### src/rtl/sd_write_buffer_if.sv
// sd_write_buffer_if: groups the pixel-request side, the SDRAM write side and
// the status outputs of sd_write_buffer into one bundle.
// Ports: slave = buffer view (accepts pixels, drives SDRAM), master = environment view.
interface sd_write_buffer_if;
    // pixel request side
    logic        in_write;
    logic [27:0] in_address;
    logic [31:0] in_data;
    logic        in_full;
    logic        frame_done;
    // SDRAM write side
    logic        SD_write;
    logic [27:0] SD_address;
    logic [31:0] SD_wdata;
    logic        SD_waitrequest;
    // status
    logic        empty;
    logic        overflow;
    logic        frame_flushed;
    logic [27:0] display_base;

    modport slave (
        input  in_write, in_address, in_data, frame_done, SD_waitrequest,
        output in_full, SD_write, SD_address, SD_wdata,
               empty, overflow, frame_flushed, display_base
    );

    modport master (
        output in_write, in_address, in_data, frame_done, SD_waitrequest,
        input  in_full, SD_write, SD_address, SD_wdata,
               empty, overflow, frame_flushed, display_base
    );
endinterface

### src/rtl/sd_write_buffer.sv
// sd_write_buffer: FIFO of pixel writes (offset + frame base) drained to SDRAM in push order.
// Latency: an entry pushed into an empty, idle buffer appears on SD_write two edges later.
// Backpressure: SD_waitrequest holds the current write; in_full stops pushes, dropped requests set overflow.
// Ports: clk, reset (async active-high), bus (sd_write_buffer_if.slave).
// Build option: SD_DOUBLE_BUFFER_EN enables BASE0/BASE1 ping-pong per frame.
module sd_write_buffer #(
    parameter int          DEPTH = 8,
    parameter logic [27:0] BASE0 = 28'h0000000,
    parameter logic [27:0] BASE1 = 28'h0080000
) (
    input  logic             clk,
    input  logic             reset,
    sd_write_buffer_if.slave bus
);
    localparam int          AW       = $clog2(DEPTH);
    localparam logic [AW:0] FULL_CNT = (AW+1)'(DEPTH);
    localparam logic [AW:0] ONE_CNT  = (AW+1)'(1);

    typedef enum logic {S_IDLE = 1'b0, S_WRITE = 1'b1} state_t;

    state_t         r_state, w_state_nxt;
    logic [59:0]    r_mem [DEPTH];          // {address, data}
    logic [AW-1:0]  r_wr_ptr, r_rd_ptr;
    logic [AW-1:0]  w_rd_ptr_p1, w_load_ptr;
    logic [AW:0]    r_count;                // includes the entry currently on the SDRAM bus
    logic           r_head_settled;
    logic           r_sd_write, w_sd_write_nxt;
    logic [27:0]    r_sd_address;
    logic [31:0]    r_sd_wdata;
    logic           w_load, w_pop, w_push, w_full, w_empty;
    logic           r_overflow;
    logic           r_flush_pending, r_frame_flushed;
    logic           w_flush_fire, w_fd_accept;
    logic [27:0]    w_active_base, w_push_addr;

    assign w_full      = (r_count == FULL_CNT);
    assign w_push      = bus.in_write && !w_full;
    assign w_empty     = (r_count == '0) && (r_state == S_IDLE);
    assign w_rd_ptr_p1 = r_rd_ptr + AW'(1);
    assign w_push_addr = bus.in_address + w_active_base;

    // A frame_done arriving while a flush is still outstanding merges into it;
    // one arriving in the very cycle that flush completes starts a new one.
    assign w_flush_fire = r_flush_pending && w_empty;
    assign w_fd_accept  = bus.frame_done && (!r_flush_pending || w_flush_fire);

`ifdef SD_DOUBLE_BUFFER_EN
    logic        r_base_sel;
    logic [27:0] r_flush_base;    // base of the frame awaiting its flush
    logic [27:0] r_display_base;

    assign w_active_base = r_base_sel ? BASE1 : BASE0;

    always_ff @(posedge clk or posedge reset) begin
        if (reset) begin
            r_base_sel     <= 1'b0;
            r_flush_base   <= BASE0;
            r_display_base <= BASE0;
        end else begin
            if (w_fd_accept) begin
                r_base_sel   <= ~r_base_sel;
                r_flush_base <= w_active_base;
            end
            if (w_flush_fire)
                r_display_base <= r_flush_base;
        end
    end

    assign bus.display_base = r_display_base;
`else
    logic w_unused_base1;
    assign w_unused_base1   = ^BASE1;
    assign w_active_base    = BASE0;
    assign bus.display_base = BASE0;
`endif

    // Storage has no reset: the pointers and count define which entries are live.
    always_ff @(posedge clk) begin
        if (w_push)
            r_mem[r_wr_ptr] <= {w_push_addr, bus.in_data};
    end

    always_comb begin
        w_state_nxt    = r_state;
        w_sd_write_nxt = r_sd_write;
        w_load         = 1'b0;
        w_pop          = 1'b0;
        w_load_ptr     = r_rd_ptr;
        case (r_state)
            S_IDLE: begin
                // Launch only once the head has been resident for a full cycle,
                // giving a fixed two-edge push-to-write latency.
                if (r_head_settled && (r_count != '0)) begin
                    w_load         = 1'b1;
                    w_sd_write_nxt = 1'b1;
                    w_state_nxt    = S_WRITE;
                end
            end
            S_WRITE: begin
                if (!bus.SD_waitrequest) begin
                    w_pop = 1'b1;
                    // An entry pushed this same cycle is not yet readable, so
                    // back-to-back continues only if one is already stored.
                    if (r_count > ONE_CNT) begin
                        w_load     = 1'b1;
                        w_load_ptr = w_rd_ptr_p1;
                    end else begin
                        w_sd_write_nxt = 1'b0;
                        w_state_nxt    = S_IDLE;
                    end
                end
            end
            default: w_state_nxt = S_IDLE;
        endcase
    end

    always_ff @(posedge clk or posedge reset) begin
        if (reset) begin
            r_state         <= S_IDLE;
            r_wr_ptr        <= '0;
            r_rd_ptr        <= '0;
            r_count         <= '0;
            r_head_settled  <= 1'b0;
            r_sd_write      <= 1'b0;
            r_sd_address    <= '0;
            r_sd_wdata      <= '0;
            r_overflow      <= 1'b0;
            r_flush_pending <= 1'b0;
            r_frame_flushed <= 1'b0;
        end else begin
            r_state        <= w_state_nxt;
            r_sd_write     <= w_sd_write_nxt;
            r_head_settled <= (r_count != '0);

            if (w_push)
                r_wr_ptr <= r_wr_ptr + AW'(1);
            if (w_pop)
                r_rd_ptr <= w_rd_ptr_p1;

            case ({w_push, w_pop})
                2'b10:   r_count <= r_count + ONE_CNT;
                2'b01:   r_count <= r_count - ONE_CNT;
                default: r_count <= r_count;
            endcase

            if (w_load) begin
                r_sd_address <= r_mem[w_load_ptr][59:32];
                r_sd_wdata   <= r_mem[w_load_ptr][31:0];
            end

            if (bus.in_write && w_full)
                r_overflow <= 1'b1;

            if (w_fd_accept)
                r_flush_pending <= 1'b1;
            else if (w_flush_fire)
                r_flush_pending <= 1'b0;

            r_frame_flushed <= w_flush_fire;
        end
    end

    assign bus.in_full       = w_full;
    assign bus.SD_write      = r_sd_write;
    assign bus.SD_address    = r_sd_address;
    assign bus.SD_wdata      = r_sd_wdata;
    assign bus.empty         = w_empty;
    assign bus.overflow      = r_overflow;
    assign bus.frame_flushed = r_frame_flushed;
endmodule

### src/flat_wrapper.sv
// flat-port wrapper written by rule: the top's interface ports become plain ports
module sd_write_buffer_flat 
#(
    parameter int          DEPTH = 8,
    parameter logic [27:0] BASE0 = 28'h0000000,
    parameter logic [27:0] BASE1 = 28'h0080000
)
  (clk, reset, bus_in_write, bus_in_address, bus_in_data, bus_frame_done, bus_SD_waitrequest, bus_in_full, bus_SD_write, bus_SD_address, bus_SD_wdata, bus_empty, bus_overflow, bus_frame_flushed, bus_display_base);
  sd_write_buffer_if bus_i ();
  input  logic clk;
  input  logic reset;
  input wire logic [$bits(bus_i.in_write)-1:0] bus_in_write;
  input wire logic [$bits(bus_i.in_address)-1:0] bus_in_address;
  input wire logic [$bits(bus_i.in_data)-1:0] bus_in_data;
  input wire logic [$bits(bus_i.frame_done)-1:0] bus_frame_done;
  input wire logic [$bits(bus_i.SD_waitrequest)-1:0] bus_SD_waitrequest;
  output wire logic [$bits(bus_i.in_full)-1:0] bus_in_full;
  output wire logic [$bits(bus_i.SD_write)-1:0] bus_SD_write;
  output wire logic [$bits(bus_i.SD_address)-1:0] bus_SD_address;
  output wire logic [$bits(bus_i.SD_wdata)-1:0] bus_SD_wdata;
  output wire logic [$bits(bus_i.empty)-1:0] bus_empty;
  output wire logic [$bits(bus_i.overflow)-1:0] bus_overflow;
  output wire logic [$bits(bus_i.frame_flushed)-1:0] bus_frame_flushed;
  output wire logic [$bits(bus_i.display_base)-1:0] bus_display_base;
  assign bus_i.in_write = bus_in_write;
  assign bus_i.in_address = bus_in_address;
  assign bus_i.in_data = bus_in_data;
  assign bus_i.frame_done = bus_frame_done;
  assign bus_i.SD_waitrequest = bus_SD_waitrequest;
  assign bus_in_full = bus_i.in_full;
  assign bus_SD_write = bus_i.SD_write;
  assign bus_SD_address = bus_i.SD_address;
  assign bus_SD_wdata = bus_i.SD_wdata;
  assign bus_empty = bus_i.empty;
  assign bus_overflow = bus_i.overflow;
  assign bus_frame_flushed = bus_i.frame_flushed;
  assign bus_display_base = bus_i.display_base;
  sd_write_buffer #(.DEPTH(DEPTH), .BASE0(BASE0), .BASE1(BASE1)) u_core (.clk(clk), .reset(reset), .bus(bus_i));
endmodule
### config.mk
export PLATFORM = sky130hd
export DESIGN_NAME = sd_write_buffer_flat
export DESIGN_NICKNAME = d
export VERILOG_FILES = /design/src/rtl/sd_write_buffer_if.sv /design/src/rtl/sd_write_buffer.sv /design/src/flat_wrapper.sv
export SDC_FILE = /design/constraint.sdc
export NUM_CORES = 1
export LEC_CHECK = 0
export CORE_ASPECT_RATIO = 0.5
export CORE_UTILIZATION = 35
export DETAILED_ROUTE_END_ITERATION = 8
export GPL_TIMING_DRIVEN = 0
export MAX_ROUTING_LAYER = met4
export SYNTH_ARGS = -nofsm -noshare
export SYNTH_HDL_FRONTEND = slang
export SYNTH_SLANG_ARGS = --single-unit
### constraint.sdc
create_clock -name clk -period 7.4 [get_ports clk]
set_input_delay 1.11 -clock clk [delete_from_list [all_inputs] [get_ports clk]]
set_output_delay 1.11 -clock clk [all_outputs]
set_load 0.01 [all_outputs]
==> reports/metrics.cfg <==
[run_status]
status=complete, no violations

[sta]
rsz0062_at_grt=no
hold_viol_final=0
layout_setup_ws_ns=3.695
slew_headroom_pct=12.32
timing.final.crit_period_ns=3.706
fin_setup_tns_ns=0
worst_slew_pin_slew_ns=1.306
fin_skew_ns=0.01645
slew_viol_final=0
fin_crit_sh_pct=50.07
setup_viol=0
fmax_mhz=269.9

[critical_path]
startpoint_type=primary input
arrival_ns=4.16
criticalPathCategory=in -> reg
crit_required_ns=7.85
path_max_fanout=10
end_kind=register

[job]
max_cap_viol_count=0

[routing]
via_per_inst=5.361
first_pass_iters=5
wl_per_cell_microns=22.04
ant_nets=0
first_iter_violations=1238
drcViolationCount=0
wl_microns=62440
vias=15190

[floorplan]
die_h_microns=186.3
fp.coreArea_sq_mm=0.06706
start_util_pct=35.47
rows=67
die_x_microns=370.7
die_area_sq_mm=0.06907
io_pins=158

[worst_hold_path]
hp-class=reg -> reg

[logic_synthesis]
netlist_area_sq_mm=0.02379
ys_ff_latch=556
netlist_top_cells_area=edfxtp_1, mux2i_1, dfrtp_1
ys_async_sr_fraction_pct=13.67
yosys_warnings=0
seq_area_frac_synth_pct=68.60
synth_cell_types=53
synthCells=1651
synth_top_cell_by_area=edfxtp_1
synth_top_area_share_pct=60.60
synthFlopType=edfxtp_1
synth-edff-count=480
synth_area_per_cell_sq_um=14.41

[cts]
cts_root_buf=clkbuf_16
htree_num_levels=2
cts_tree=yes
cts_sinks=556
cts-resized-gates=0
numCtsBuffers=53
postCtsSetupBuffers=0
holdBufCountCts=0
clock_latency_ns=0.60
path_clk_slew_ns=0.06
cts_max_path_buffers=3

[place]
io_buffers=129
gp_congestion=0.8427
hpwlAfterDp_microns=41870
pre_cts_ws_ns=3.086

[power]
switching_power_uw=5096
leakage_uw=0.009936
combPwrFrac_pct=45.9
p_sw_share_pct=39.27
power_frac_seq_pct=33.3
power.internal_uw=7879
power_density_mw_per_mm2=454.5
clkPwrFrac_pct=20.8
max-vdd-ir-drop_v=0.0002327

[grt]
antenna_found_initial=1
grt_usage_pct=18.41
grt_max_degree=59
grt_pass1_vias=15460
grt_pass1_wl_microns=94430
grt-ovfl-total=0

[layout]
seq_area_sq_mm=0.01632
drive_gt1_share_pct=12.87
synthToLayoutAreaGrowth_pct=20.03
multi_input_area_sq_mm=0.006774
fillerInstances=6065
post-route-util_pct=42.57
nets=1962

[power groups by stage]
| stage | sequential (uW) | combinational [uW] | clock, uW |
|---|---|---|---|
| finish | 4320 | 5950 | 2700 |
| global route | 4370 | 6400 | 2860 |
| CTS | 4330 | 5970 | 2730 |
| detailed placement | 4390 | 5950 | 0 |
| global placement | 4470 | 5740 | 0 |
| floorplan | 4410 | 3740 | 0 |
[path summary, 6_finish.rpt]
kind / from / endpoint / slack [ns] / cells after the start
hold reg to reg: u_core.r_flush_pending / u_core.bus.frame_flushed / 0.48 / 1
setup / recovery: bus_SD_waitrequest / u_core.bus.SD_address[20] / 3.69 / 9
setup reg to reg: u_core.r_count[1] / u_core.bus.SD_address[20] / 3.81 / 9
min in group asynchronous: reset / u_core.r_wr_ptr[2] / 0.83 / 2
max in group asynchronous: reset / u_core.bus.SD_wdata[1] / 5.92 / 3
hold / removal: u_core.r_flush_pending / u_core.bus.frame_flushed / 0.48 / 1
[layout by cell type (no fill, tap or decap), drive strengths merged, types with 2 or more instances in the layout]
master and count:
ha 7, dfrtp 76, inv 11, a2111oi 19, nand2 169, nor2b 3
nand4b 2, nand3 43, nor3 4, mux4 16, conb 28, xnor2 6
mux2 3, edfxtp 480, o21ai 39, nor2 96, clkbuf 127, a21oi 131
mux2i 191, nand4 4, o211ai 19, clkdlybuf4s50 129, clkinv 18, a22oi 2
o32ai 24, nand2b 4, and3 3, nand3b 4, bufinv 3, and2 4
xor2 3, buf 127, a32o 84, a211oi 44
[critical path: stages]
cell             delay [ns]
clkdlybuf4s50_1        0.40
and2b_1                0.18
buf_4                  0.18
o311ai_2               0.18
a2bb2oi_2              0.19
o21ai_1                1.02
clkbuf_1               0.58
a32o_1                 0.24
a21oi_1                0.08
[stage by stage]
stage                     hold WS, ns  total power, uW  instance area, sq um  instances
after floorplan                0.4464             8144                 23890       1678
after global placement         0.4390            10220                 26300       2704
after detailed placement       0.4644            10340                 26830       2732
after CTS                      0.4835            13030                 28550       2832
after global routing           0.4957            13630                 28550       2833
final                          0.4800            12980                 28550       2833
[state kept, by name, indices dropped and copies added, names as in the netlist]
signal                    count
u_core.r_mem                480
u_core.bus.SD_wdata          32
u_core.bus.SD_address        28
u_core.r_count                4
u_core.r_rd_ptr               3
u_core.r_wr_ptr               3
u_core.bus.SD_write           1
u_core.bus.frame_flushed      1
u_core.bus.overflow           1
u_core.r_flush_pending        1
u_core.r_head_settled         1
u_core.r_state                1
[layer usage]
layer	track usage, %	vias to the layer above	routed length, microns
met5	-	-	0
met4	5.160	0	1416
met3	2.530	75	3456
met2	30.43	485	30990
met1	23.69	7768	26580
li1	-	6860	-
[synth_stat cells, types with 16 or more instances]
library cell / instances
o32ai_1: 24
clkbuf_1: 50
o21ai_0: 35
buf_4: 35
o211ai_1: 19
a211oi_1: 36
nor2_1: 96
a2111oi_0: 18
mux4_2: 16
nand2_1: 169
dfrtp_1: 76
edfxtp_1: 480
buf_2: 50
a32o_1: 84
nand3_1: 43
a21oi_1: 131
mux2i_1: 191
[layout make-up]
class,count,area share [%]
Multi-Input combinational cell,963,23.73
Sequential cell,556,57.15
Inverter,9,0.1271
Clock inverter,24,0.7538
Antenna cell,1,0.008765
Clock buffer,76,5.263
Timing Repair Buffer,157,6.175
Tap cell,897,3.931
Buffer,150,2.866
[cells by family after synthesis]
| group | after synthesis | synth area share (%) |
|---|---|---|
| DFF | 556 | 68.60 |
| AOI/OAI and AO/OA | 371 | 11.39 |
| and+or+nand+nor | 338 | 5.913 |
| muxes | 210 | 9.695 |
| buffers and inverters | 159 | 3.582 |
| xor gates and xnor gates | 9 | 0.4419 |
| adders and majority gates | 7 | 0.3682 |
| other | 1 | 0.01577 |
Note: power is estimated with default switching activity, not from simulation.
